--- config.mk ---
export PLATFORM = sky130hd
export DESIGN_NAME = switch_press_classifier
export DESIGN_NICKNAME = d
export VERILOG_FILES = /design/src/rtl/switch_press_classifier.sv
export SDC_FILE = /design/constraint.sdc
export NUM_CORES = 1
export LEC_CHECK = 0
export CELL_PAD_IN_SITES_DETAIL_PLACEMENT = 1
export CELL_PAD_IN_SITES_GLOBAL_PLACEMENT = 2
export CORE_MARGIN = 5
export CORE_UTILIZATION = 35
export DETAILED_ROUTE_END_ITERATION = 8
export GPL_ROUTABILITY_DRIVEN = 0
export PLACE_DENSITY = 0.82
export SETUP_SLACK_MARGIN = 0.3
export SYNTH_ARGS = -nofsm -noshare
export SYNTH_HDL_FRONTEND = slang
export SYNTH_SLANG_ARGS = --single-unit
--- constraint.sdc ---
create_clock -name i_Clk -period 1.9 [get_ports i_Clk]
set_input_delay 0.285 -clock i_Clk [delete_from_list [all_inputs] [get_ports i_Clk]]
set_output_delay 0.285 -clock i_Clk [all_outputs]
set_load 0.01 [all_outputs]
--- src/rtl/switch_press_classifier.sv ---
// rtl/switch_press_classifier.sv - classifies a debounced switch level into press/release/short/double/long pulses
module switch_press_classifier #(
    parameter int c_LONG_PRESS  = 12500000,
    parameter int c_DOUBLE_GAP  = 6250000,
    parameter int c_COUNT_WIDTH = 24
) (
    input  logic i_Clk,
    input  logic i_Rst_L,
    input  logic i_Switch,
    output logic o_Press,
    output logic o_Release,
    output logic o_Short,
    output logic o_Double,
    output logic o_Long,
    output logic o_Busy
);

    typedef enum logic [2:0] {
        ST_IDLE,
        ST_PRESS1,
        ST_LONG,
        ST_WAIT_GAP,
        ST_PRESS2
    } state_t;

    localparam logic [c_COUNT_WIDTH-1:0] LONG_LAST = c_COUNT_WIDTH'(c_LONG_PRESS - 1);
    localparam logic [c_COUNT_WIDTH-1:0] GAP_LAST  = c_COUNT_WIDTH'(c_DOUBLE_GAP - 1);

    state_t                   state_q, state_d;
    logic [c_COUNT_WIDTH-1:0] count_q, count_d;
    logic                     sw_q;
    logic                     press_q, release_q, short_q, double_q, long_q;
    logic                     short_d, double_d, long_d;
    logic                     rise, fall;

    assign rise = i_Switch & ~sw_q;
    assign fall = ~i_Switch & sw_q;

    // Counter restarts on every state change, so it never runs past a threshold
    always_comb begin
        state_d  = state_q;
        count_d  = count_q;
        short_d  = 1'b0;
        double_d = 1'b0;
        long_d   = 1'b0;
        case (state_q)
            ST_IDLE: begin
                if (rise) begin
                    state_d = ST_PRESS1;
                    count_d = '0;
                end
            end
            ST_PRESS1: begin
                if (fall) begin
                    state_d = ST_WAIT_GAP;
                    count_d = '0;
                end else if (count_q == LONG_LAST) begin
                    long_d  = 1'b1;
                    state_d = ST_LONG;
                    count_d = '0;
                end else begin
                    count_d = count_q + 1'b1;
                end
            end
            ST_LONG: begin
                if (fall) begin
                    state_d = ST_IDLE;
                    count_d = '0;
                end
            end
            ST_WAIT_GAP: begin
                if (rise) begin
                    state_d = ST_PRESS2;
                    count_d = '0;
                end else if (count_q == GAP_LAST) begin
                    short_d = 1'b1;
                    state_d = ST_IDLE;
                    count_d = '0;
                end else begin
                    count_d = count_q + 1'b1;
                end
            end
            ST_PRESS2: begin
                if (fall) begin
                    double_d = 1'b1;
                    state_d  = ST_IDLE;
                    count_d  = '0;
                end
            end
            default: begin
                state_d = ST_IDLE;
                count_d = '0;
            end
        endcase
    end

    always_ff @(posedge i_Clk or negedge i_Rst_L) begin
        if (!i_Rst_L) begin
            state_q   <= ST_IDLE;
            count_q   <= '0;
            sw_q      <= 1'b0;
            press_q   <= 1'b0;
            release_q <= 1'b0;
            short_q   <= 1'b0;
            double_q  <= 1'b0;
            long_q    <= 1'b0;
        end else begin
            state_q   <= state_d;
            count_q   <= count_d;
            sw_q      <= i_Switch;
            press_q   <= rise;
            release_q <= fall;
            short_q   <= short_d;
            double_q  <= double_d;
            long_q    <= long_d;
        end
    end

    assign o_Press   = press_q;
    assign o_Release = release_q;
    assign o_Short   = short_q;
    assign o_Double  = double_q;
    assign o_Long    = long_q;
    assign o_Busy    = (state_q != ST_IDLE);

    a_params_ok: assert property (@(posedge i_Clk)
        (c_LONG_PRESS >= 2) && (longint'(c_LONG_PRESS) < (longint'(1) << c_COUNT_WIDTH)) &&
        (c_DOUBLE_GAP >= 2) && (longint'(c_DOUBLE_GAP) < (longint'(1) << c_COUNT_WIDTH)));

    a_one_event: assert property (@(posedge i_Clk) disable iff (!i_Rst_L)
        $onehot0({short_q, double_q, long_q}));

endmodule

; ---- Yosys cells after proc, flatten, opt, wreduce, memory -nomap -nowiden
; Cells that the tools add are included.
[classes]
n_addsub = 1
n_eq_ne = 10
muxes = 22
n_bitwise = 4
reduce_logical = 5
[ops]
columns = operator, n
row1 = $mux 24, 6
row2 = $pmux 24 s4, 1
row3 = $add 24x1->24 const B, 1
row4 = $eq 24x23->1 const B, 1
row5 = $eq 24x24->1 const B, 1
row6 = $mux 3, 6
row7 = $pmux 3 s4, 1
row8 = $mux 1, 8
row9 = $eq 3x2->1 const B, 2
row10 = $ne 3x3->1 const B, 2
row11 = $reduce_and 4->1, 1
row12 = $eq 3x1->1 const B, 1
row13 = $eq 3x3->1 const B, 1
row14 = $logic_not 3->1, 1
row15 = $reduce_bool 3->1, 1
row16 = $and 1x1->1, 2
row17 = $ne 2x1->1 const B, 1
row18 = $ne 2x2->1 const B, 1
row19 = $not 1->1, 2
row20 = $reduce_and 2->1, 1
row21 = $reduce_or 2->1, 1
[totals]
ff_bits = 33
in_bits = 3
out_inout_bits = 6
word_cells = 50

; ---- Logic depth before layout (Yosys ltp)
; Gate-level depths: netlist of the first run.
[logic_depth]
ltp_word = 4
mapped_depth = 9
ltp_nobuf = 6

; ---- Worst setup path after synthesis of the first run
; Ideal clock, no wire load.
[synth_path]
path_type = register to register
start = reg count_q[7]
end = reg count_q[17]
setup_ns = 0.119
t_arrival_ns = 1.916
required_ns = 1.781
slack_ns = -0.135
path_stages_with_launch = 9
path_buffers = 3
period_less_slack_ns = 2.035
path_cell_list = dfrtp_1 -> or4_1 -> nor3_2 -> a41o_1 -> buf_4 -> and3_1 -> buf_6 -> buf_8 -> nor2_1
[synth_between]
elab_chain_cells = 4
elab_cells_between_ends = 8
cone_classes = add/sub (1) / eq/ne (2) / mux (5)
[synth_lines]
columns = item, line
row1 = "start, declared", 30  ; logic [c_COUNT_WIDTH-1:0] count_q, count_d;
row2 = "start signal, assigned", 109  ; count_q <= count_d;
row3 = "$add 24x1->24, or another cell as far along", "62, 80"
row4 = "$mux 24, on equally long branches", "75, 57"
row5 = "$mux 24, on equally long branches", "72, 54"
row6 = $pmux 24 s4 (*), 46  ; case (state_q)
; Mark *: on every way between the ends. The rest lies on a longest branch, timed or not.
; A chain may end at the register's enable or synchronous reset.

; ---- Final worst setup path of the first run
[layout_path]
start = reg count_q[8]
end = reg count_q[6]
[layout_between]
elab_chain_cells = 4
elab_cells_between_ends = 7
cone_classes = eq/ne (2) / mux (5)
[layout_lines]
columns = item, line
row1 = $eq 24x23->1 / $eq 24x24->1 (equally long branches), "75, 57"
row2 = "$mux 24, on equally long branches", "75, 57"
row3 = "$mux 24, on equally long branches", "72, 54"
row4 = $pmux 24 s4 (*), 46
; Marks and branches as above.

==> metrics.md, run 1 <==
| Metric | Value |
|---|---|
| Hold buffers post-CTS | `0` |
| TritonCTS clock tree | `yes` |
| Yosys cell types | `42` |
| Area share of the leading cell type in the synthesized netlist | `46.0%` |
| Number of global-route vias before repair | `1720` |
| DRC viols | `0` |
| Seq cells post-synth | `33` |
| Fmax achieved | `497 MHz` |
| Fill cells | `565` |
| Net Switching | `0.783 mW` |
| RSZ-0062 raised after global routing | `true` |
| Syn Nets | `183` |
| DR vias | `1534` |
| Sink Count | `33` |
| Layout Skew | `8.65 ps` |
| CP arrival | `2180 ps` |
| Violations in the final reports | `setup timing` |
| Mean number of vias per cell | `5.27` |
| Worst Hold Slack | `407 ps` |
| Relative slew slack | `70.2%` |
| Total wire length | `4990 µm` |
| Root Buffer | `clkbuf_8` |
| Detailed placement HPWL | `3540 µm` |
| Largest area contributor in the netlist | `dfrtp_1` |
| DIE WIDTH | `81.6 µm` |
| Clock buffer depth | `2` |
| Congestion Overflow GR | `0` |
| Clock slew at reported path FFs | `70 ps` |
| Seq pwr share | `34.9%` |
| Logic pwr share | `39.9%` |
| Sw frac | `33.9%` |
| I/O pin cnt | `9` |
| Initial antenna violation count | `0` |
| DRT iter0 DRCs | `72` |
| Share of layout cells above drive strength 1 | `32.6%` |
| Diodes inserted | `0` |
| First-pass GRT wire length | `8700 µm` |
| Status | `finished with violations` |
| Cts bufs inserted | `5` |
| Avg WL per Cell | `17.2 µm` |
| Pleak | `1.00 nW` |
| Crit Path Category | `reg -> reg` |
| Ranking of synthesized cells by area | `dfrtp_1 46%, xnor2_1 8.3%, nor2_1 4.6%, nand2_1 3.3%, nor4_2 2.8%` |
| Synth warn | `0` |
| Count leader, synth | `dfrtp_1` |
| Per-instance average area after synthesis | `10.0 µm²` |
| Min cycle time layout | `2010 ps` |
| Top fanout value on the critical path | `17` |
| Drt pass-1 iters | `4` |
| Main synth FF type | `dfrtp_1` |
| Max VDD drop | `0.348 mV` |
| CP required | `2070 ps` |
| Htree depth | `2` |
| Crit end category | `flop` |
| Total die area | `0.00666 mm²` |
| Fin. Hold Viols | `0` |
| Starting density of the core | `35.6%` |
| Final period util | `106%` |
| Max Cap Violations | `0` |
| Sequence of cells on the critical path | `or4_4, nor3_4, a41o_2, and3_1, buf_12, nor2_1` |
| Pins Over Slew Limit | `0` |
| Worst setup margin | `-114 ps` |
| Synth cell count leaders | `33 x dfrtp_1, 22 x nor2_1, 17 x xnor2_1, 16 x nand2_1, 6 x nand3_1` |
| Post-route ant nets | `0` |
| Cell area after synthesis | `0.00180 mm²` |
| Die height | `81.6 µm` |
| Total GRT Usage | `17.3%` |
| Crit-path slowest cell | `or4_4` |
| Cell count after synthesis | `179` |
| Synth-to-Final Area Change | `33.2%` |
| Buffers added on ports | `8` |
| Startpoint types | `flop` |
| Seq/Total Area, Yosys | `46.0%` |
| Clock group share of total power | `25.2%` |
| Core area | `0.00504 mm²` |
| Largest net degree at the start of global routing | `34` |
| Post-synth ARST share | `100%` |
| Nets@finish | `224` |
| Worst min path class | `in -> async` |
| Worst-margin pin slew | `447 ps` |
| Final core occ | `47.4%` |
| Clk Latency, worst-skew pair | `280 ps` |
| PwrDens | `967 mW/mm²` |
| Int Power | `1.53 mW` |
| Final Setup Violations | `24` |
| Post-synth EDFFs | `0` |
| # rows | `26` |
| Max incr delay on CP | `540 ps` |
kinds of logic after synthesis:
logic type,Yosys count,share of synthesized area [%]
and+or+nand+nor,95,31.1
DFF,33,46.0
muxes,1,0.627
adders and majority gates,1,0.697
buffers and inverters,11,4.81
xor gates and xnor gates,17,8.29
AOI/OAI and AO/OA,21,8.50
per-stage QoR:
step	worst slack, ps	area (µm²)	std cells	setup TNS [ps]	total power, mW
after floorplan	-85.1	1820	179	-926	1.35
after global routing	-201	2390	291	-4390	2.47
after CTS	-113	2370	290	-2060	2.33
after detailed placement	-427	2170	280	-8070	1.65
after global placement	-374	2170	280	-7120	1.61
final	-114	2390	291	-2170	2.31
power groups by stage:
stage,Combinational (mW),Sequential [mW],Clock (mW)
2_1_floorplan,0.533,0.818,0
3_3_place_gp,0.790,0.816,0
3_5_place_dp,0.830,0.822,0
4_1_cts,0.918,0.805,0.605
5_1_grt,1.01,0.812,0.648
6_report,0.923,0.807,0.583
state kept, by name, indices dropped and copies added, names as in the netlist:
signal     flops
o_Release      1
o_Long         1
sw_q           1
o_Double       1
o_Press        1
count_q       24
state_q        3
o_Short        1
layout make-up:
class                           instances  area (µm²)  share of cell area, %
Multi-Input combinational cell        135         992                   41.5
Clock inverter                          1        5.00                  0.209
Sequential cell                        33         826                   34.5
Timing Repair Buffer                   42         374                   15.6
Clock buffer                            7        96.3                   4.03
Inverter                                3        11.3                  0.471
Tap cell                               70        87.6                   3.66
metal layers:
layer | part of all wire [%] | vias to the layer above | GRT usage [%]
met5 | 0 | - | 0
met4 | 1.5 | 0 | 4.82
met3 | 2.7 | 9 | 3.84
met2 | 54 | 23 | 32.2
met1 | 42 | 783 | 19.7
li1 | - | 719 | -
path summary, 6_finish.rpt:
| path | startpoint | endpoint | slack [ps] | cells past startpoint |
|---|---|---|---|---|
| worst min register to register | count_q[1]$_DFFE_PN0P_ | count_q[1]$_DFFE_PN0P_ | 560 | 1 |
| max in group asynchronous | i_Rst_L | count_q[2]$_DFFE_PN0P_ | 1170 | 2 |
| worst max-delay path | count_q[8]$_DFFE_PN0P_ | count_q[6]$_DFFE_PN0P_ | -110 | 6 |
| worst max register to register | count_q[8]$_DFFE_PN0P_ | count_q[6]$_DFFE_PN0P_ | -110 | 6 |
| min in group i_Clk | count_q[1]$_DFFE_PN0P_ | count_q[1]$_DFFE_PN0P_ | 560 | 1 |
| worst min-delay path | i_Rst_L | count_q[22]$_DFFE_PN0P_ | 410 | 2 |
placed cells by master (no fill, tap or decap), types with 3 or more instances in the layout:
cell type and n:
xnor2_1 17, or3_1 3, nor2_2 3, nand3_1 5
clkbuf_8 7, nor2_1 22, o21ai_0 4, and3_1 5
nor4_2 6, nand4_1 4, clkdlybuf4s50_1 7, a22oi_1 3
nand2_1 15, inv_1 3, buf_4 27, a21o_1 3
buf_6 5, nor4b_2 5, dfrtp_1 33
worst max-delay path, delay by kind of cell, from the launching register on:
kind	cells	cell delay, ps
and+or+nand+nor	4	1040
DFF	1	410
AOI/OAI and AO/OA	1	280
buffers and inverters	1	160
what timing repair did:
item / 4_1_cts / 5_1_grt
resized for setup: 20 / 5
buffers inserted: 2 / 1
pin swaps: 3 / 3
endpoints found under the setup margin: 28 / 28
cloned: 0 / 0
(Power assumes the default switching activity.)
==> inputs of run 2 (changes only) <==
SKIP_LAST_GASP = 1   (was unset)
==> run 2 against run 1 <==
Compared with the run above: the flow still finishes with violations (setup timing); routed wire length fell by 0.32%; utilization fell by 0.17 points; clock skew barely moved; sequential cell count did not move; setup slack barely moved; non-clock buffer count did not move; clock power barely moved; global-route usage did not move; clock-buffer cell count did not move; power rose by 0.16%; critical endpoint unchanged.
==> metrics.md, run 2 (synthesis results as in run 1) <==
| Metric | Value |
|---|---|
| Root Buffer | `clkbuf_8` |
| Initial antenna violation count | `0 (unchanged)` |
| Diodes inserted | `0 (unchanged)` |
| Clk Latency, worst-skew pair | `280 ps (about the same)` |
| Final period util | `106% (about the same)` |
| Crit Reg-Reg Startpoint | `count_q[8]$_DFFE_PN0P_` |
| CP required | `2070 ps (about the same)` |
| TritonCTS clock tree | `yes` |
| Pins Over Slew Limit | `0 (unchanged)` |
| Detailed placement HPWL | `3540 µm (unchanged)` |
| Layout Skew | `8.28 ps (-0.371 ps)` |
| Pre-CTS WS | `-427 ps (unchanged)` |
| TNS Setup | `-2170 ps (-1.79 ps)` |
| Largest net degree at the start of global routing | `34 (unchanged)` |
| Most frequent cells in the layout | `33 x dfrtp_1, 28 x buf_4, 22 x nor2_1` |
| Final non-filler cell total | `291 (unchanged)` |
| # rows | `26 (unchanged)` |
| Final Setup Violations | `24 (unchanged)` |
| Worst min path class | `in -> async` |
| Clock buffer depth | `2 (unchanged)` |
| Design area | `0.00238 mm² (-0.37%)` |
| Buffers added on ports | `8 (unchanged)` |
| Total die area | `0.00666 mm² (unchanged)` |
| Clock slew at reported path FFs | `70 ps (about the same)` |
| Relative slew slack | `70.5% (+0.24 points)` |
| Min cycle time layout | `2010 ps (-0.192 ps)` |
| Sink Count | `33 (unchanged)` |
| Startpoint types | `flop` |
| Fmax achieved | `497 MHz (about the same)` |
| Worst-case reg-to-reg path depth | `6 (unchanged)` |
| Multi-input logic area | `987 µm² (-0.50%)` |
| Mean number of vias per cell | `5.27 (about the same)` |
| Fin. Hold Viols | `0 (unchanged)` |
| Biggest regs | `count_q (24), state_q (3)` |
| Number of flip-flops in the largest register | `24 (unchanged)` |
| DRC viols | `0 (unchanged)` |
| Htree depth | `2 (unchanged)` |
| Pleak | `1.00 nW (about the same)` |
| DR vias | `1535 (+0.065%)` |
| First-pass GRT wire length | `8700 µm (unchanged)` |
| RSZ-0062 raised after global routing | `true` |
| Die height | `81.6 µm (unchanged)` |
| Reg2reg end | `count_q[6]$_DFFE_PN0P_` |
| DIE WIDTH | `81.6 µm (unchanged)` |
| Core area | `0.00504 mm² (unchanged)` |
| Reg2reg setup slack | `-110 ps (about the same)` |
| Top fanout value on the critical path | `17 (unchanged)` |
| Crit Path Category | `reg -> reg` |
| Congestion Overflow GR | `0 (unchanged)` |
| Synth-to-Final Area Change | `32.8%` |
| PwrDens | `972 mW/mm² (+0.53%)` |
| Drt pass-1 iters | `4 (unchanged)` |
| Status | `finished with violations` |
| Number of global-route vias before repair | `1720 (unchanged)` |
| I/O pin cnt | `9 (unchanged)` |
| Max Cap Violations | `0 (unchanged)` |
| Most common cell after layout, fill and taps aside | `dfrtp_1` |
| CP arrival | `2180 ps (about the same)` |
| Starting density of the core | `35.6% (unchanged)` |
| Fill cells | `566 (+0.18%)` |
| Violations in the final reports | `setup timing` |
| Tot Pwr | `2.32 mW (+0.16%)` |
| Total wire length | `4980 µm (-0.32%)` |
| Cts bufs inserted | `5 (unchanged)` |
| Share of layout cells above drive strength 1 | `32.1% (-0.45 points)` |
| Avg WL per Cell | `17.1 µm (-0.32%)` |
| Worst-margin pin slew | `443 ps (-3.56 ps)` |
| Max VDD drop | `0.348 mV (-0.19%)` |
| Nets@finish | `224 (unchanged)` |
| Placed Area | `0.00217 mm² (unchanged)` |
| DRT iter0 DRCs | `71 (-1.4%)` |
| Worst setup margin | `-114 ps (+0.192 ps)` |
| Cell count after placement | `280 (unchanged)` |
| Post-route ant nets | `0 (unchanged)` |
| Crit end category | `flop` |
| Register area | `826 µm² (unchanged)` |
| Total GRT Usage | `17.3% (unchanged)` |
| Final core occ | `47.3% (-0.17 points)` |
| Worst Hold Slack | `406 ps (-0.858 ps)` |
| Biggest register | `count_q` |
[run 2: worst max path at each step]
stage                                       from                      end  slack [ps]  depth (start not counted)
after floorplan           count_q[7]$_DFFE_PN0P_  count_q[23]$_DFFE_PN0P_         -90                          8
after global placement                  i_Switch  count_q[16]$_DFFE_PN0P_        -370                          7
after detailed placement                i_Switch   count_q[8]$_DFFE_PN0P_        -430                          7
after CTS                 count_q[7]$_DFFE_PN0P_   count_q[2]$_DFFE_PN0P_        -110                          6
after global routing      count_q[7]$_DFFE_PN0P_  count_q[10]$_DFFE_PN0P_        -200                          6
final                     count_q[8]$_DFFE_PN0P_   count_q[6]$_DFFE_PN0P_        -110                          6
[run 2: layout make-up]
| cell class | count | share of cell area, % |
|---|---|---|
| clock inverter | 1 | 0.210 |
| clock buffer | 7 | 4.04 |
| tap | 70 | 3.67 |
| inverter | 3 | 0.472 |
| timing repair buffer | 42 | 15.5 |
| multi-input combinational | 135 | 41.4 |
| sequential | 33 | 34.6 |
[run 2: timing repair]
action                     CTS  global route
hold buffers                 0             0
setup endpoints to repair   28            28
hold endpoints to repair     0             0
gates resized for setup     20             3
buffers inserted             2             1
pin swaps                    3             2
[run 2: report_power, final]
part           leakage (nW)  total, mW  switching, mW  internal, mW
Sequential            0.452      0.806         0.0501         0.756
Combinational         0.496      0.927          0.480         0.446
Clock                0.0542      0.584          0.256         0.327
Total                  1.00       2.32          0.787          1.53
[run 2: per-layer routing]
layer	part of all wire [%]	wire length [µm]	vias up	track usage (%)
met2	54	2690	29	32.2
li1	-	-	719	-
met3	3.1	152	9	3.84
met5	0	0	-	0
met1	41	2060	778	19.7
met4	1.5	77	0	4.82
[run 2: critical path: stages, from the launching register on]
cell and delay (ps):
dfrtp_1 410, or4_4 540, nor3_4 220, a41o_2 290, and3_1 220, buf_12 160, nor2_1 60
